`config.mk`:
```
export PLATFORM = sky130hd
export DESIGN_NAME = sram_access_arbiter_flat
export DESIGN_NICKNAME = d
export VERILOG_FILES = /design/src/rtl/sram_access_arbiter_pkg.sv /design/src/rtl/sram_access_arbiter_if.sv /design/src/rtl/sram_access_arbiter_fairness.sv /design/src/rtl/sram_access_arbiter.sv /design/src/flat_wrapper.sv
export SDC_FILE = /design/constraint.sdc
export NUM_CORES = 1
export LEC_CHECK = 0
export ABC_AREA = 1
export BUFFER_PORTS_ARGS = -buffer_cell sky130_fd_sc_hd__buf_2
export CORE_ASPECT_RATIO = 0.9
export CORE_MARGIN = 8
export CORE_UTILIZATION = 32
export CTS_BUF_LIST = sky130_fd_sc_hd__clkbuf_4 sky130_fd_sc_hd__clkbuf_8 sky130_fd_sc_hd__clkbuf_16
export DETAILED_ROUTE_END_ITERATION = 10
export GPL_TIMING_DRIVEN = 0
export HOLD_SLACK_MARGIN = 0.05
export PLACE_DENSITY_LB_ADDON = 0.05
export SYNTH_ARGS = -nofsm -noshare
export SYNTH_HDL_FRONTEND = slang
export SYNTH_SLANG_ARGS = --single-unit
```
`constraint.sdc`:
```
create_clock -name clk -period 1.95 [get_ports clk]
set_input_delay 0.195 -clock clk [delete_from_list [all_inputs] [get_ports clk]]
set_output_delay 0.195 -clock clk [all_outputs]
set_load 0.02 [all_outputs]
```
`src/rtl/sram_access_arbiter_pkg.sv`:
```
// Shared types and defaults for the SRAM access arbiter between the Sobel
// fetch reader and the edge output buffer writer.
package sram_access_arbiter_pkg;

    typedef enum logic [2:0] {
        ARB_IDLE,
        ARB_READ,
        ARB_WRITE,
        ARB_STATUS,
        ARB_DONE
    } arb_state_t;

    typedef enum logic {
        OWN_READ  = 1'b0,
        OWN_WRITE = 1'b1
    } owner_t;

    localparam int STATUS_ADDR_DEF = 4;
    localparam int STATUS_VAL_DEF  = 1;

    // Width of a counter that must hold 0..max_burst inclusive.
    function automatic int burst_cnt_w(input int max_burst);
        return (max_burst < 1) ? 1 : $clog2(max_burst + 1);
    endfunction

endpackage

```
`src/rtl/sram_access_arbiter_if.sv`:
```
// Reader, writer and SRAM-side signals of the arbiter; the slave modport is
// the arbiter's view, master is the view of the clients plus the SRAM.
interface sram_access_arbiter_if #(
    parameter int ADDR_W = 32,
    parameter int DATA_W = 32
);
    logic              rd_req;
    logic [ADDR_W-1:0] rd_addr;
    logic              rd_grant;
    logic [DATA_W-1:0] rd_data;
    logic              rd_valid;

    logic              wr_req;
    logic [ADDR_W-1:0] wr_addr;
    logic [DATA_W-1:0] wr_data;
    logic              wr_grant;

    logic [ADDR_W-1:0] mem_addr;
    logic [DATA_W-1:0] mem_wdata;
    logic [DATA_W-1:0] mem_rdata;
    logic              mem_read;
    logic              mem_write;
    logic              mem_ready;

    modport master (
        output rd_req, rd_addr, wr_req, wr_addr, wr_data, mem_rdata, mem_ready,
        input  rd_grant, rd_data, rd_valid, wr_grant,
               mem_addr, mem_wdata, mem_read, mem_write
    );

    modport slave (
        input  rd_req, rd_addr, wr_req, wr_addr, wr_data, mem_rdata, mem_ready,
        output rd_grant, rd_data, rd_valid, wr_grant,
               mem_addr, mem_wdata, mem_read, mem_write
    );
endinterface

```
`src/rtl/sram_access_arbiter_fairness.sv`:
```
// Read/write pick for the SRAM arbiter: the current owner keeps the port while
// both sides request, until it has had MAX_BURST grants in a row.
module sram_arb_fairness
    import sram_access_arbiter_pkg::*;
#(
    parameter int MAX_BURST = 4
) (
    input  logic clk,
    input  logic n_rst,
    input  logic rd_req,
    input  logic wr_req,
    input  logic done_latch,
    input  logic grant_rd,
    input  logic grant_wr,
    output logic pick_write
);
    localparam int CNT_W = burst_cnt_w(MAX_BURST);

    logic [CNT_W-1:0] burst_cnt;
    owner_t           last_owner;
    owner_t           grant_owner;
    logic             exhausted;
    logic             favour_write;

    always_comb begin
        exhausted    = (burst_cnt == CNT_W'(MAX_BURST));
        // No history yet (count 0) defaults to the writer.
        favour_write = exhausted ? (last_owner == OWN_READ)
                                 : (burst_cnt == '0 || last_owner == OWN_WRITE);
        pick_write   = wr_req && (done_latch || !rd_req || favour_write);
        grant_owner  = grant_wr ? OWN_WRITE : OWN_READ;
    end

    always_ff @(posedge clk) begin
        if (!n_rst) begin
            burst_cnt  <= '0;
            last_owner <= OWN_READ;
        end else if (grant_rd || grant_wr) begin
            if (grant_owner == last_owner) begin
                if (!exhausted) burst_cnt <= burst_cnt + 1'b1;
            end else begin
                burst_cnt <= CNT_W'(1);
            end
            last_owner <= grant_owner;
        end
    end
endmodule

```
`src/rtl/sram_access_arbiter.sv`:
```
// Single-port SRAM arbiter: one access at a time, controls held until
// mem_ready; after img_done, drains writes and then writes the status flag.
module sram_access_arbiter
    import sram_access_arbiter_pkg::*;
#(
    parameter int                ADDR_W      = 32,
    parameter int                DATA_W      = 32,
    parameter int                MAX_BURST   = 4,
    parameter logic [ADDR_W-1:0] STATUS_ADDR = ADDR_W'(STATUS_ADDR_DEF),
    parameter logic [DATA_W-1:0] STATUS_VAL  = DATA_W'(STATUS_VAL_DEF)
) (
    input  logic                  clk,
    input  logic                  n_rst,
    sram_access_arbiter_if.slave  bus,
    input  logic                  img_done,
    output logic                  busy,
    output logic                  done
);
    arb_state_t state;
    logic       done_latch;
    logic       pick_write;
    logic       go_wr;
    logic       go_rd;

    // Grant decisions use the registered done_latch, so a read granted on the
    // same edge img_done arrives still completes.
    always_comb begin
        go_wr = (state == ARB_IDLE) && pick_write;
        go_rd = (state == ARB_IDLE) && bus.rd_req && !done_latch && !pick_write;
    end

    assign busy = (state != ARB_IDLE) && (state != ARB_DONE);

    sram_arb_fairness #(.MAX_BURST(MAX_BURST)) u_fair (
        .clk        (clk),
        .n_rst      (n_rst),
        .rd_req     (bus.rd_req),
        .wr_req     (bus.wr_req),
        .done_latch (done_latch),
        .grant_rd   (go_rd),
        .grant_wr   (go_wr),
        .pick_write (pick_write)
    );

    always_ff @(posedge clk) begin
        if (!n_rst) begin
            state         <= ARB_IDLE;
            done_latch    <= 1'b0;
            done          <= 1'b0;
            bus.mem_addr  <= '0;
            bus.mem_wdata <= '0;
            bus.mem_read  <= 1'b0;
            bus.mem_write <= 1'b0;
            bus.rd_grant  <= 1'b0;
            bus.wr_grant  <= 1'b0;
            bus.rd_data   <= '0;
            bus.rd_valid  <= 1'b0;
        end else begin
            bus.rd_grant <= 1'b0;
            bus.wr_grant <= 1'b0;
            bus.rd_valid <= 1'b0;
            if (img_done) done_latch <= 1'b1;

            case (state)
                ARB_IDLE: begin
                    if (go_wr) begin
                        bus.mem_addr  <= bus.wr_addr;
                        bus.mem_wdata <= bus.wr_data;
                        bus.mem_write <= 1'b1;
                        bus.wr_grant  <= 1'b1;
                        state         <= ARB_WRITE;
                    end else if (go_rd) begin
                        bus.mem_addr  <= bus.rd_addr;
                        bus.mem_read  <= 1'b1;
                        bus.rd_grant  <= 1'b1;
                        state         <= ARB_READ;
                    end else if (done_latch) begin
                        bus.mem_addr  <= STATUS_ADDR;
                        bus.mem_wdata <= STATUS_VAL;
                        bus.mem_write <= 1'b1;
                        state         <= ARB_STATUS;
                    end
                end
                ARB_READ: begin
                    if (bus.mem_ready) begin
                        bus.mem_read <= 1'b0;
                        bus.rd_data  <= bus.mem_rdata;
                        bus.rd_valid <= 1'b1;
                        state        <= ARB_IDLE;
                    end
                end
                ARB_WRITE: begin
                    if (bus.mem_ready) begin
                        bus.mem_write <= 1'b0;
                        state         <= ARB_IDLE;
                    end
                end
                ARB_STATUS: begin
                    if (bus.mem_ready) begin
                        bus.mem_write <= 1'b0;
                        done          <= 1'b1;
                        state         <= ARB_DONE;
                    end
                end
                ARB_DONE: ;
                default: state <= ARB_IDLE;
            endcase
        end
    end
endmodule

```
`src/flat_wrapper.sv`:
```
// flat-port wrapper written by rule: the top's interface ports become plain ports
module sram_access_arbiter_flat import sram_access_arbiter_pkg::*;
#(
    parameter int                ADDR_W      = 32,
    parameter int                DATA_W      = 32,
    parameter int                MAX_BURST   = 4,
    parameter logic [ADDR_W-1:0] STATUS_ADDR = ADDR_W'(STATUS_ADDR_DEF),
    parameter logic [DATA_W-1:0] STATUS_VAL  = DATA_W'(STATUS_VAL_DEF)
)
  (clk, n_rst, img_done, busy, done, bus_rd_req, bus_rd_addr, bus_wr_req, bus_wr_addr, bus_wr_data, bus_mem_rdata, bus_mem_ready, bus_rd_grant, bus_rd_data, bus_rd_valid, bus_wr_grant, bus_mem_addr, bus_mem_wdata, bus_mem_read, bus_mem_write);
  sram_access_arbiter_if #(.ADDR_W(ADDR_W), .DATA_W(DATA_W)) bus_i ();
  input  logic clk;
  input  logic n_rst;
  input  logic img_done;
  output logic busy;
  output logic done;
  input wire logic [$bits(bus_i.rd_req)-1:0] bus_rd_req;
  input wire logic [$bits(bus_i.rd_addr)-1:0] bus_rd_addr;
  input wire logic [$bits(bus_i.wr_req)-1:0] bus_wr_req;
  input wire logic [$bits(bus_i.wr_addr)-1:0] bus_wr_addr;
  input wire logic [$bits(bus_i.wr_data)-1:0] bus_wr_data;
  input wire logic [$bits(bus_i.mem_rdata)-1:0] bus_mem_rdata;
  input wire logic [$bits(bus_i.mem_ready)-1:0] bus_mem_ready;
  output wire logic [$bits(bus_i.rd_grant)-1:0] bus_rd_grant;
  output wire logic [$bits(bus_i.rd_data)-1:0] bus_rd_data;
  output wire logic [$bits(bus_i.rd_valid)-1:0] bus_rd_valid;
  output wire logic [$bits(bus_i.wr_grant)-1:0] bus_wr_grant;
  output wire logic [$bits(bus_i.mem_addr)-1:0] bus_mem_addr;
  output wire logic [$bits(bus_i.mem_wdata)-1:0] bus_mem_wdata;
  output wire logic [$bits(bus_i.mem_read)-1:0] bus_mem_read;
  output wire logic [$bits(bus_i.mem_write)-1:0] bus_mem_write;
  assign bus_i.rd_req = bus_rd_req;
  assign bus_i.rd_addr = bus_rd_addr;
  assign bus_i.wr_req = bus_wr_req;
  assign bus_i.wr_addr = bus_wr_addr;
  assign bus_i.wr_data = bus_wr_data;
  assign bus_i.mem_rdata = bus_mem_rdata;
  assign bus_i.mem_ready = bus_mem_ready;
  assign bus_rd_grant = bus_i.rd_grant;
  assign bus_rd_data = bus_i.rd_data;
  assign bus_rd_valid = bus_i.rd_valid;
  assign bus_wr_grant = bus_i.wr_grant;
  assign bus_mem_addr = bus_i.mem_addr;
  assign bus_mem_wdata = bus_i.mem_wdata;
  assign bus_mem_read = bus_i.mem_read;
  assign bus_mem_write = bus_i.mem_write;
  sram_access_arbiter #(.ADDR_W(ADDR_W), .DATA_W(DATA_W), .MAX_BURST(MAX_BURST), .STATUS_ADDR(STATUS_ADDR), .STATUS_VAL(STATUS_VAL)) u_core (.clk(clk), .n_rst(n_rst), .bus(bus_i), .img_done(img_done), .busy(busy), .done(done));
endmodule
```
==> results of run 1 <==
## cell type report
| type | count | area (µm²) |
|---|---|---|
| clock inverter | 6 | 70.1 |
| fill | 1464 | 7640 |
| sequential | 110 | 2200 |
| tap | 193 | 241 |
| clock buffer | 9 | 225 |
| multi-input combinational | 381 | 1940 |
| inverter | 52 | 198 |
| antenna | 1 | 2.50 |
| buffer | 36 | 195 |
| timing repair buffer | 236 | 1190 |
## metrics by stage
step / setup slack (ns) / hold slack (ns) / power, µW
6_report: 0.172 / 0.0858 / 6340
5_1_grt: 0.0101 / 0.0704 / 6730
4_1_cts: 0.0800 / 0.0703 / 6430
3_5_place_dp: 0.0954 / 0.418 / 4550
3_3_place_gp: 0.124 / 0.408 / 4520
2_1_floorplan: 0.364 / 0.285 / 3910
## report_power, final
part	leakage [µW]	internal (µW)	switching, µW
Clock	0.000135	999	857
Sequential	0.000900	2500	141
Combinational	0.00225	689	1160
## repair_timing
action / CTS / global route
setup endpoints to repair: 0 / 50
endpoints found under the hold margin: 1 / 0
gates resized for setup: 0 / 3
hold buffers: 1 / 0
buffers inserted: 0 / 0
## flip-flops by register name, indices dropped and copies added, names as in the netlist
| register | cells |
|---|---|
| u_core.state | 3 |
| u_core.bus.rd_valid | 1 |
| u_core.u_fair.last_owner | 1 |
| u_core.bus.rd_data | 32 |
| u_core.done_latch | 1 |
| u_core.done | 1 |
| u_core.u_fair.burst_cnt | 3 |
| u_core.bus.mem_write | 1 |
| u_core.bus.mem_read | 1 |
| u_core.bus.rd_grant | 1 |
| u_core.bus.mem_addr | 32 |
| u_core.bus.wr_grant | 1 |
| u_core.bus.mem_wdata | 32 |
## placed cells by master (no fill, tap or decap), types with 2 or more instances in the layout
cell        instances
nand4_1             3
o21ai_0            35
nand2_1           112
buf_2             247
nor2_1            114
nand3_1            65
nand2_2             2
a22oi_2            29
clkinvlp_4          3
clkbuf_16           9
a22oi_1             2
ha_1                2
inv_2               3
buf_4               5
nand3_4             2
dfxtp_1           109
clkbuf_1           15
inv_1              48
a21oi_1             6
buf_6               3
inv_6               2
## worst max-delay path by stage
stage / to / slack (ns) / from / cells after the start
after global routing: u_core.bus.mem_wdata[21]$_SDFFE_PN0P_ / 0.01 / u_core.u_fair.burst_cnt[0]$_SDFFE_PN0P_ / 11
final: u_core.bus.mem_wdata[20]$_SDFFE_PN0P_ / 0.17 / u_core.u_fair.burst_cnt[0]$_SDFFE_PN0P_ / 11
after detailed placement: u_core.bus.mem_wdata[27]$_SDFFE_PN0P_ / 0.1 / u_core.u_fair.burst_cnt[0]$_SDFFE_PN0P_ / 11
after floorplan: u_core.bus.mem_wdata[20]$_SDFFE_PN0P_ / 0.36 / u_core.u_fair.burst_cnt[0]$_SDFFE_PN0P_ / 11
after CTS: u_core.bus.mem_wdata[27]$_SDFFE_PN0P_ / 0.08 / u_core.u_fair.burst_cnt[0]$_SDFFE_PN0P_ / 11
after global placement: u_core.bus.mem_wdata[21]$_SDFFE_PN0P_ / 0.12 / u_core.u_fair.burst_cnt[0]$_SDFFE_PN0P_ / 11
## metal layers
| layer | global-route usage, % | wire length (µm) |
|---|---|---|
| met1 | 17.5 | 5940 |
| met4 | 5.05 | 246 |
| met2 | 26.8 | 7140 |
| met5 | 0 | 0 |
| met3 | 7.07 | 1310 |
## cell families (layout without fill, tap and decap cells)
logic type | Yosys count | after routing | synth area share, %
and+or+nand+nor | 301 | 301 | 27.9
buffers and inverters | 88 | 339 | 8.62
adders and majority gates | 2 | 2 | 0.553
xor gates and xnor gates | 1 | 1 | 0.193
AOI/OAI and AO/OA | 77 | 77 | 14.1
DFF | 110 | 110 | 48.6
other | 0 | 1 | 0
## synth_stat cells (all sizes together)
master  number
a21oi        7
a22oi       31
a31o         1
buf         21
clkbuf      15
dfxtp      110
ha           2
inv         52
nand2      115
nand3       67
nand4        3
nor2       114
nor3         2
o211ai       1
o21ai       35
o221ai       1
o31ai        1
xnor2        1
## worst register-to-register path, delay by kind of cell, from the launching register on
family	cells	cell delay, ns
fa+ha+maj	1	0.21
flops	1	0.36
buf+inv	3	0.32
compound gates	2	0.29
simple gates	5	0.48
==> flow_summary_export.csv, run 1 <==
group,metric,value,unit
clock_tree,cts_buffers,9,
clock_tree,cts_root_buf,"clkbuf_16",
global_routing,grt_pass1_wl,22.9,mm
setup_path,end_kind,"flop",
min_path,hold_end,"u_core.bus.mem_wdata[4]$_SDFFE_PN0P_",
setup_path,worst-path-buf-inv,3,
place,dp_cells,1007,
floorplanning,die_w,141,µm
setup_path,r2r_end,"u_core.bus.mem_wdata[20]$_SDFFE_PN0P_",
global_routing,antenna_found_initial,1,
flow_run,max_cap_violations,0,
setup_path,reg2reg_depth,11,
cells_and_area,fin_cells,1024,
setup_path,worst-endpoint-arrival,2.00,ns
yosys,syn_inst,579,
global_routing,grt_usage,15.8,%
yosys,synth_cell_types,29,
min_path,hold_path.class,"in -> reg",
sta,slew_headroom,64.6,%
sta,worst_slew_pin_slew,0.530,ns
setup_path,crit_slowest_cell,"dfxtp_2",
floorplanning,core_area,13900,µm²
setup_path,path_common_cell,"nand2_1",
route,vias_per_cell,4.47,
sta,setup_violations,0,
clock_tree,clk_pin_slew,0.08,ns
sta,drv_slew,0,
route,wirelength,14.6,mm
floorplanning,num_rows,41,
setup_path,critPathTopFamily,"simple AND/OR/NAND/NOR gates",
cells_and_area,final_nets,962,
floorplanning,die_area,18200,µm²
route,final_antenna_net_count,0,
clock_tree,cts_max_level,3,
setup_path,critPathMaxFanout,10,
sta,fmax,562,MHz
clock_tree,cts_num_sinks,110,
sta,period_share,91.2,%
floorplanning,io_pins,237,
sta,hold_viol,0,
setup_path,path_cells,"inv_1 > ha_1 > nand2_1 > nand2_1 > nand3_4 > nand2_4 > a21oi_4 > inv_2 > buf_6 > a22oi_2 > nor2_1",
clock_tree,insertion_delay,0.35,ns
sta,final.setup.tns,0,ns
setup_path,cp-start-kind,"flop",
power_and_ir_drop,power_leakage,0.00328,µW
yosys,yosysSeqAreaShare,48.6,%
global_routing,first_global_vias,4524,
cells_and_area,drive_above_1_share,37.8,%
setup_path,worstSetupPathType,"reg -> reg",
yosys,synth_area,4530,µm²
route,wire_per_inst,14.3,µm
setup_path,timing.rr.start,"u_core.u_fair.burst_cnt[0]$_SDFFE_PN0P_",
floorplanning,dieHeight,129,µm
status,status,"completed",
yosys,yosys_warnings,0,
place,dpl_cell_area,5950,µm²
route,drtIter0Drc,228,
min_path,hold_start,"bus_wr_data[4]",
sta,min_period,1.78,ns
setup_path,cp.required,2.17,ns
route,drt-pass1-iter-count,4,
global_routing,grt_overflow,0,
cells_and_area,syn_to_final_growth,38.4,%
setup_path,max_stage_delay,0.36,ns
yosys,yosys-top-cells-area,"dfxtp_1 (49%), nor2_1 (9.5%), nand2_1 (9.3%)",
place,port_buffers,235,
route,vias,4575,
sta,finClkSkew,0.00872,ns
yosys,synth_top_area_share,48.6,%
clock_tree,clk_path_buf_depth,2,
yosys,syn_avg_cell_area,7.82,µm²
global_routing,grt_max_degree,19,
yosys,synth_seq_cells,110,
place,gp_congestion,0.782,
route,route.detailed.drc,0,
clock_tree,cts_tree,"done",
min_path,min_path_cells,3,
cells_and_area,post-route-util,45.1,%
power_and_ir_drop,power.density,1010,nW/µm²
floorplanning,floorplan.initialDensity,32.6,%
power_and_ir_drop,vdd_drop_max,468,µV
place,dp_hpwl,11.6,mm
sta,rsz0062_at_grt,"no",
setup_path,rrSetupSlack,0.17,ns
cells_and_area,finish.instance_area,6260,µm²
yosys,syn_nets,715,
yosys,synth_top_cell_by_area,"dfxtp_1",
Power figures use the tool's default switching activity.
==> inputs of run 2 (changes only) <==
Settings changed: GPL_TIMING_DRIVEN 0 to 1.
==> flow_summary_export.csv, run 2 (synthesis results as in run 1) <==
group,metric,value,unit
cells_and_area,syn_to_final_growth,39.0,%
global_routing,antenna_found_initial,0,
power_and_ir_drop,power.density,1040,nW/µm²
min_path,hold_path.class,"in -> reg",
min_path,min_path_cells,3,
place,dp_hpwl,10.6,mm
clock_tree,insertion_delay,0.35,ns
status,status,"completed",
power_and_ir_drop,power_leakage,0.00328,µW
setup_path,cp.required,2.18,ns
clock_tree,cts_max_level,3,
route,wire_per_inst,14.1,µm
sta,period_share,92.4,%
setup_path,worstSetupPathType,"reg -> reg",
setup_path,end_kind,"flop",
place,port_buffers,236,
setup_path,rrSetupSlack,0.15,ns
setup_path,worst-endpoint-arrival,2.03,ns
power_and_ir_drop,vdd_drop_max,495,µV
sta,worst_slew_pin_slew,0.522,ns
cells_and_area,post-route-util,45.3,%
sta,finClkSkew,0.0103,ns
sta,drv_slew,0,
sta,hold_viol,0,
setup_path,critPathMaxFanout,32,
route,final_antenna_net_count,0,
flow_run,max_cap_violations,0,
clock_tree,clk_path_buf_depth,2,
setup_path,path_cells,"inv_1 > ha_1 > nand2_1 > nand2_1 > nand3_2 > nand2_4 > a21oi_4 > inv_8 > a22oi_1 > nor2_1",
cells_and_area,final_nets,941,
route,dr_wl_met2,7.05,mm
cells_and_area,final_common_cell,"buf_2",
setup_path,reg2reg_depth,10,
clock_tree,hold_buffers,0,
setup_path,max_stage_delay,0.39,ns
setup_path,crit_slowest_cell,"dfxtp_1",
setup_path,timing.rr.start,"u_core.u_fair.burst_cnt[0]$_SDFFE_PN0P_",
clock_tree,clk_pin_slew,0.07,ns
setup_path,critPathTopFamily,"simple AND/OR/NAND/NOR gates",
sta,rsz0062_at_grt,"no",
cells_and_area,final-seq-area,2200,µm²
route,drt-pass1-iter-count,4,
route,vias_per_cell,4.44,
global_routing,first_global_vias,4496,
power_and_ir_drop,power,6560,µW
cells_and_area,multi_input_area,1950,µm²
clock_tree,cts_buffers,9,
cells_and_area,drive_above_1_share,38.2,%
route,wirelength,14.2,mm
floorplanning,num_rows,41,
clock_tree,cts_root_buf,"clkbuf_16",
global_routing,grt_max_degree,39,
floorplanning,core_area,13900,µm²
route,top_layer_used,"met4",
sta,setup_violations,0,
floorplanning,floorplan.initialDensity,32.6,%
setup_path,cp-start-kind,"flop",
global_routing,grt_usage,15.2,%
route,wl_met1,5.65,mm
cells_and_area,nFillCells,1454,
floorplanning,die_w,141,µm
setup_path,worst-path-buf-inv,2,
route,route.detailed.drc,0,
sta,final.setup.tns,0,ns
sta,min_period,1.80,ns
setup_path,path_common_cell,"nand2_1",
global_routing,grt_pass1_wl,22.2,mm
floorplanning,io_pins,237,
route,vias,4451,
place,gp_congestion,0.833,
min_path,hold_start,"img_done",
setup_path,r2r_end,"u_core.bus.mem_wdata[17]$_SDFFE_PN0P_",
cells_and_area,top_regs,"u_core.bus.mem_addr x32, u_core.bus.mem_wdata x32, u_core.bus.rd_data x32",
floorplanning,dieHeight,129,µm
cells_and_area,final_cell_mix,"buf_2 (236), nor2_1 (114), nand2_1 (112), dfxtp_1 (110), nand3_1 (65)",
clock_tree,cts_tree,"done",
route,dr_wl_met3,1.26,mm
min_path,hold_end,"u_core.done_latch$_SDFFE_PN0P_",
cells_and_area,antennaDiodeCount,0,
route,drtIter0Drc,221,
floorplanning,die_area,18200,µm²
sta,fmax,555,MHz
clock_tree,cts_num_sinks,110,
sta,slew_headroom,65.1,%
global_routing,grt_overflow,0,
## run 2: changes by cell type in the layout (fill, tap and decap cells not counted), sizes merged
cell	change
bufinv	+2
dlygate4sd3	-1
buf	-4
diode	-1
clkinvlp	-2
inv	-3
clkbuf	-16
clkinv	+3
## run 2: area by class of cell
class	instances	share of cell area, %
Clock buffer	9	3.58
Clock inverter	6	1.77
Inverter	52	3.42
Multi-Input combinational cell	381	31.0
Sequential cell	110	35.0
Tap cell	193	3.84
Timing Repair Buffer	251	21.4
## run 2: worst max path at each step
stage,from,endpoint,cells past startpoint
3_5_place_dp,u_core.u_fair.burst_cnt[0]$_SDFFE_PN0P_,u_core.bus.mem_wdata[17]$_SDFFE_PN0P_,9
3_3_place_gp,u_core.u_fair.burst_cnt[0]$_SDFFE_PN0P_,u_core.bus.mem_wdata[31]$_SDFFE_PN0P_,9
2_1_floorplan,u_core.u_fair.burst_cnt[0]$_SDFFE_PN0P_,u_core.bus.mem_wdata[20]$_SDFFE_PN0P_,11
5_1_grt,u_core.u_fair.burst_cnt[0]$_SDFFE_PN0P_,u_core.bus.mem_wdata[31]$_SDFFE_PN0P_,10
4_1_cts,u_core.done_latch$_SDFFE_PN0P_,u_core.bus.mem_addr[16]$_SDFFE_PN0P_,6
6_report,u_core.u_fair.burst_cnt[0]$_SDFFE_PN0P_,u_core.bus.mem_wdata[17]$_SDFFE_PN0P_,10
## run 2: per-stage QoR
stage / cells / setup WS (ns) / area [µm²] / hold slack (ns)
6_report: 1002 / 0.148 / 6290 / 0.0699
5_1_grt: 1002 / 0.0190 / 6290 / 0.0688
4_1_cts: 998 / 0.0782 / 6230 / 0.0527
3_5_place_dp: 983 / -0.0650 / 5890 / 0.421
3_3_place_gp: 983 / 0.0208 / 5890 / 0.413
2_1_floorplan: 579 / 0.364 / 4530 / 0.285
## run 2: timing repair
item	CTS	global route
gates cloned	0	0
pin swaps	0	3
setup endpoints to repair	32	34
gates resized for setup	1	7
buffers inserted	0	4
## run 2: power by group
part	total (µW)	switching (µW)	leakage, µW	internal (µW)
Clock	2060	815	0.000161	1250
Combinational	1850	1150	0.00222	707
Sequential	2640	145	0.000900	2500
Total	6560	2110	0.00328	4450
## run 2: worst reg2reg max path, delay by kind of cell, from the launching register on
family / cells / cell delay, ns
flops: 1 / 0.39
compound gates: 2 / 0.43
simple gates: 5 / 0.44
buf+inv: 2 / 0.21
fa+ha+maj: 1 / 0.21
## run 2: routing by layer
layer / vias to the layer above / track usage (%)
li1: 2302 / -
met5: - / 0
met3: 14 / 6.59
met4: 0 / 4.92
met2: 125 / 26.6
met1: 2010 / 16.2
==> inputs of run 3 (changes only) <==
Settings changed: CORE_UTILIZATION 32 to 40.
==> flow_summary_export.csv, run 3 (synthesis results as in run 1) <==
group,metric,value,unit
clock_tree,cts_tree,"done",
place,gp_congestion,0.832,
cells_and_area,final_common_cell,"buf_2",
clock_tree,cts_num_sinks,110,
sta,rsz0062_at_grt,"no",
flow_run,max_cap_violations,0,
setup_path,cp-start-kind,"flop",
power_and_ir_drop,power_leakage,0.00326,µW
route,drtIter0Drc,213,
route,vias,4428,
sta,drv_slew,0,
setup_path,rrSetupSlack,0.19,ns
sta,setup_violations,0,
route,vias_per_cell,4.59,
global_routing,grt_pass1_wl,20.9,mm
cells_and_area,drive_above_1_share,38.1,%
sta,slew_headroom,63.3,%
global_routing,grt_max_degree,72,
clock_tree,cts_max_level,3,
setup_path,end_kind,"flop",
floorplanning,floorplan.initialDensity,40.3,%
cells_and_area,final_cell_mix,"buf_2 (236), nor2_1 (114), nand2_1 (112), dfxtp_1 (109), nand3_1 (65)",
route,drt-pass1-iter-count,4,
global_routing,antenna_found_initial,0,
global_routing,grt_overflow,0,
route,route.detailed.drc,0,
sta,worst_slew_pin_slew,0.550,ns
setup_path,max_stage_delay,0.35,ns
setup_path,worst-endpoint-arrival,1.99,ns
clock_tree,cts_buffers,9,
cells_and_area,nFillCells,1135,
sta,fmax,569,MHz
sta,final.setup.tns,0,ns
floorplanning,dieHeight,117,µm
setup_path,cp.required,2.18,ns
cells_and_area,post-route-util,55.0,%
cells_and_area,antennaDiodeCount,0,
power_and_ir_drop,vdd_drop_max,672,µV
min_path,hold_path.class,"in -> reg",
route,wirelength,13.3,mm
route,wire_per_inst,13.8,µm
clock_tree,insertion_delay,0.35,ns
clock_tree,cts_root_buf,"clkbuf_16",
sta,min_period,1.76,ns
status,status,"completed",
sta,period_share,90.2,%
floorplanning,die_area,15000,µm²
floorplanning,io_pins,237,
setup_path,worstSetupPathType,"reg -> reg",
setup_path,crit_slowest_cell,"dfxtp_2",
setup_path,path_cells,"inv_1 > ha_1 > nand2_1 > nand2_1 > nand3_2 > nand2_4 > a21oi_4 > inv_2 > buf_12 > a22oi_1 > nor2_1",
clock_tree,clk_path_buf_depth,2,
clock_tree,clk_pin_slew,0.08,ns
setup_path,critPathMaxFanout,32,
power_and_ir_drop,power.density,1020,nW/µm²
cells_and_area,final_nets,940,
place,port_buffers,236,
cells_and_area,top_regs,"u_core.bus.mem_addr x32, u_core.bus.mem_wdata x32, u_core.bus.rd_data x32",
sta,hold_viol,0,
sta,finClkSkew,0.0106,ns
global_routing,grt_usage,17.4,%
global_routing,first_global_vias,4357,
route,final_antenna_net_count,0,
floorplanning,num_rows,37,
floorplanning,die_w,128,µm
place,dp_hpwl,9.96,mm
cells_and_area,syn_to_final_growth,36.5,%
floorplanning,core_area,11200,µm²
setup_path,path_common_cell,"nand2_1",
[run 3: metrics by stage]
| step | hold slack (ns) | total power [µW] | cells | worst slack, ns | cell area (µm²) |
|---|---|---|---|---|---|
| finish | 0.0794 | 6300 | 965 | 0.192 | 6180 |
| global route | 0.0753 | 6680 | 965 | 0.00635 | 6180 |
| CTS | 0.0649 | 6400 | 964 | 0.0891 | 6170 |
| detailed placement | 0.406 | 4500 | 947 | 0.102 | 5860 |
| global placement | 0.408 | 4470 | 947 | 0.164 | 5860 |
| floorplan | 0.285 | 3910 | 579 | 0.364 | 4530 |
[run 3: timing repair]
item	CTS	global route
hold endpoints to repair	1	0
hold buffers	1	0
endpoints found under the setup margin	0	38
setup buffers	0	1
resized for setup	0	1
[run 3: final timing paths]
kind,start,to,depth (start not counted)
max,u_core.u_fair.burst_cnt[0]$_SDFFE_PN0P_,u_core.bus.mem_wdata[31]$_SDFFE_PN0P_,11
min,bus_mem_ready,u_core.bus.mem_write$_SDFFE_PN0P_,2
max reg2reg,u_core.u_fair.burst_cnt[0]$_SDFFE_PN0P_,u_core.bus.mem_wdata[31]$_SDFFE_PN0P_,11
min reg2reg,u_core.done$_SDFFE_PN0P_,u_core.done$_SDFFE_PN0P_,2
[run 3: area by class of cell]
class,count,area [µm²],share of cell area (%)
Timing Repair Buffer,250,1340,21.7
Sequential cell,110,2200,35.6
Multi-Input combinational cell,381,1940,31.5
Clock buffer,11,246,3.99
Clock inverter,5,56.3,0.911
Inverter,52,198,3.20
Tap cell,156,195,3.16
[run 3: layer usage]
metal  vias up  global-route usage [%]  wire length, µm
li1       2297                       -                -
met1      1976                    18.4             5290
met2       146                    30.4             6530
met3         9                    8.70             1350
met4         0                    3.96              103
met5         -                       0                0
[run 3: worst max-delay path: cells and delay by family (launching register included)]
family          cells  cell delay (ns)
flops               1             0.35
fa+ha+maj           1             0.20
buf+inv             3             0.29
simple gates        5             0.46
compound gates      2             0.33
[run 3: power by group]
| group | leakage (µW) | switching [µW] | total (µW) | internal [µW] |
|---|---|---|---|---|
| clock | 0.000149 | 821 | 1870 | 1050 |
| combinational | 0.00221 | 1110 | 1800 | 682 |
| sequential | 0.000900 | 143 | 2640 | 2500 |
| total | 0.00326 | 2080 | 6300 | 4230 |
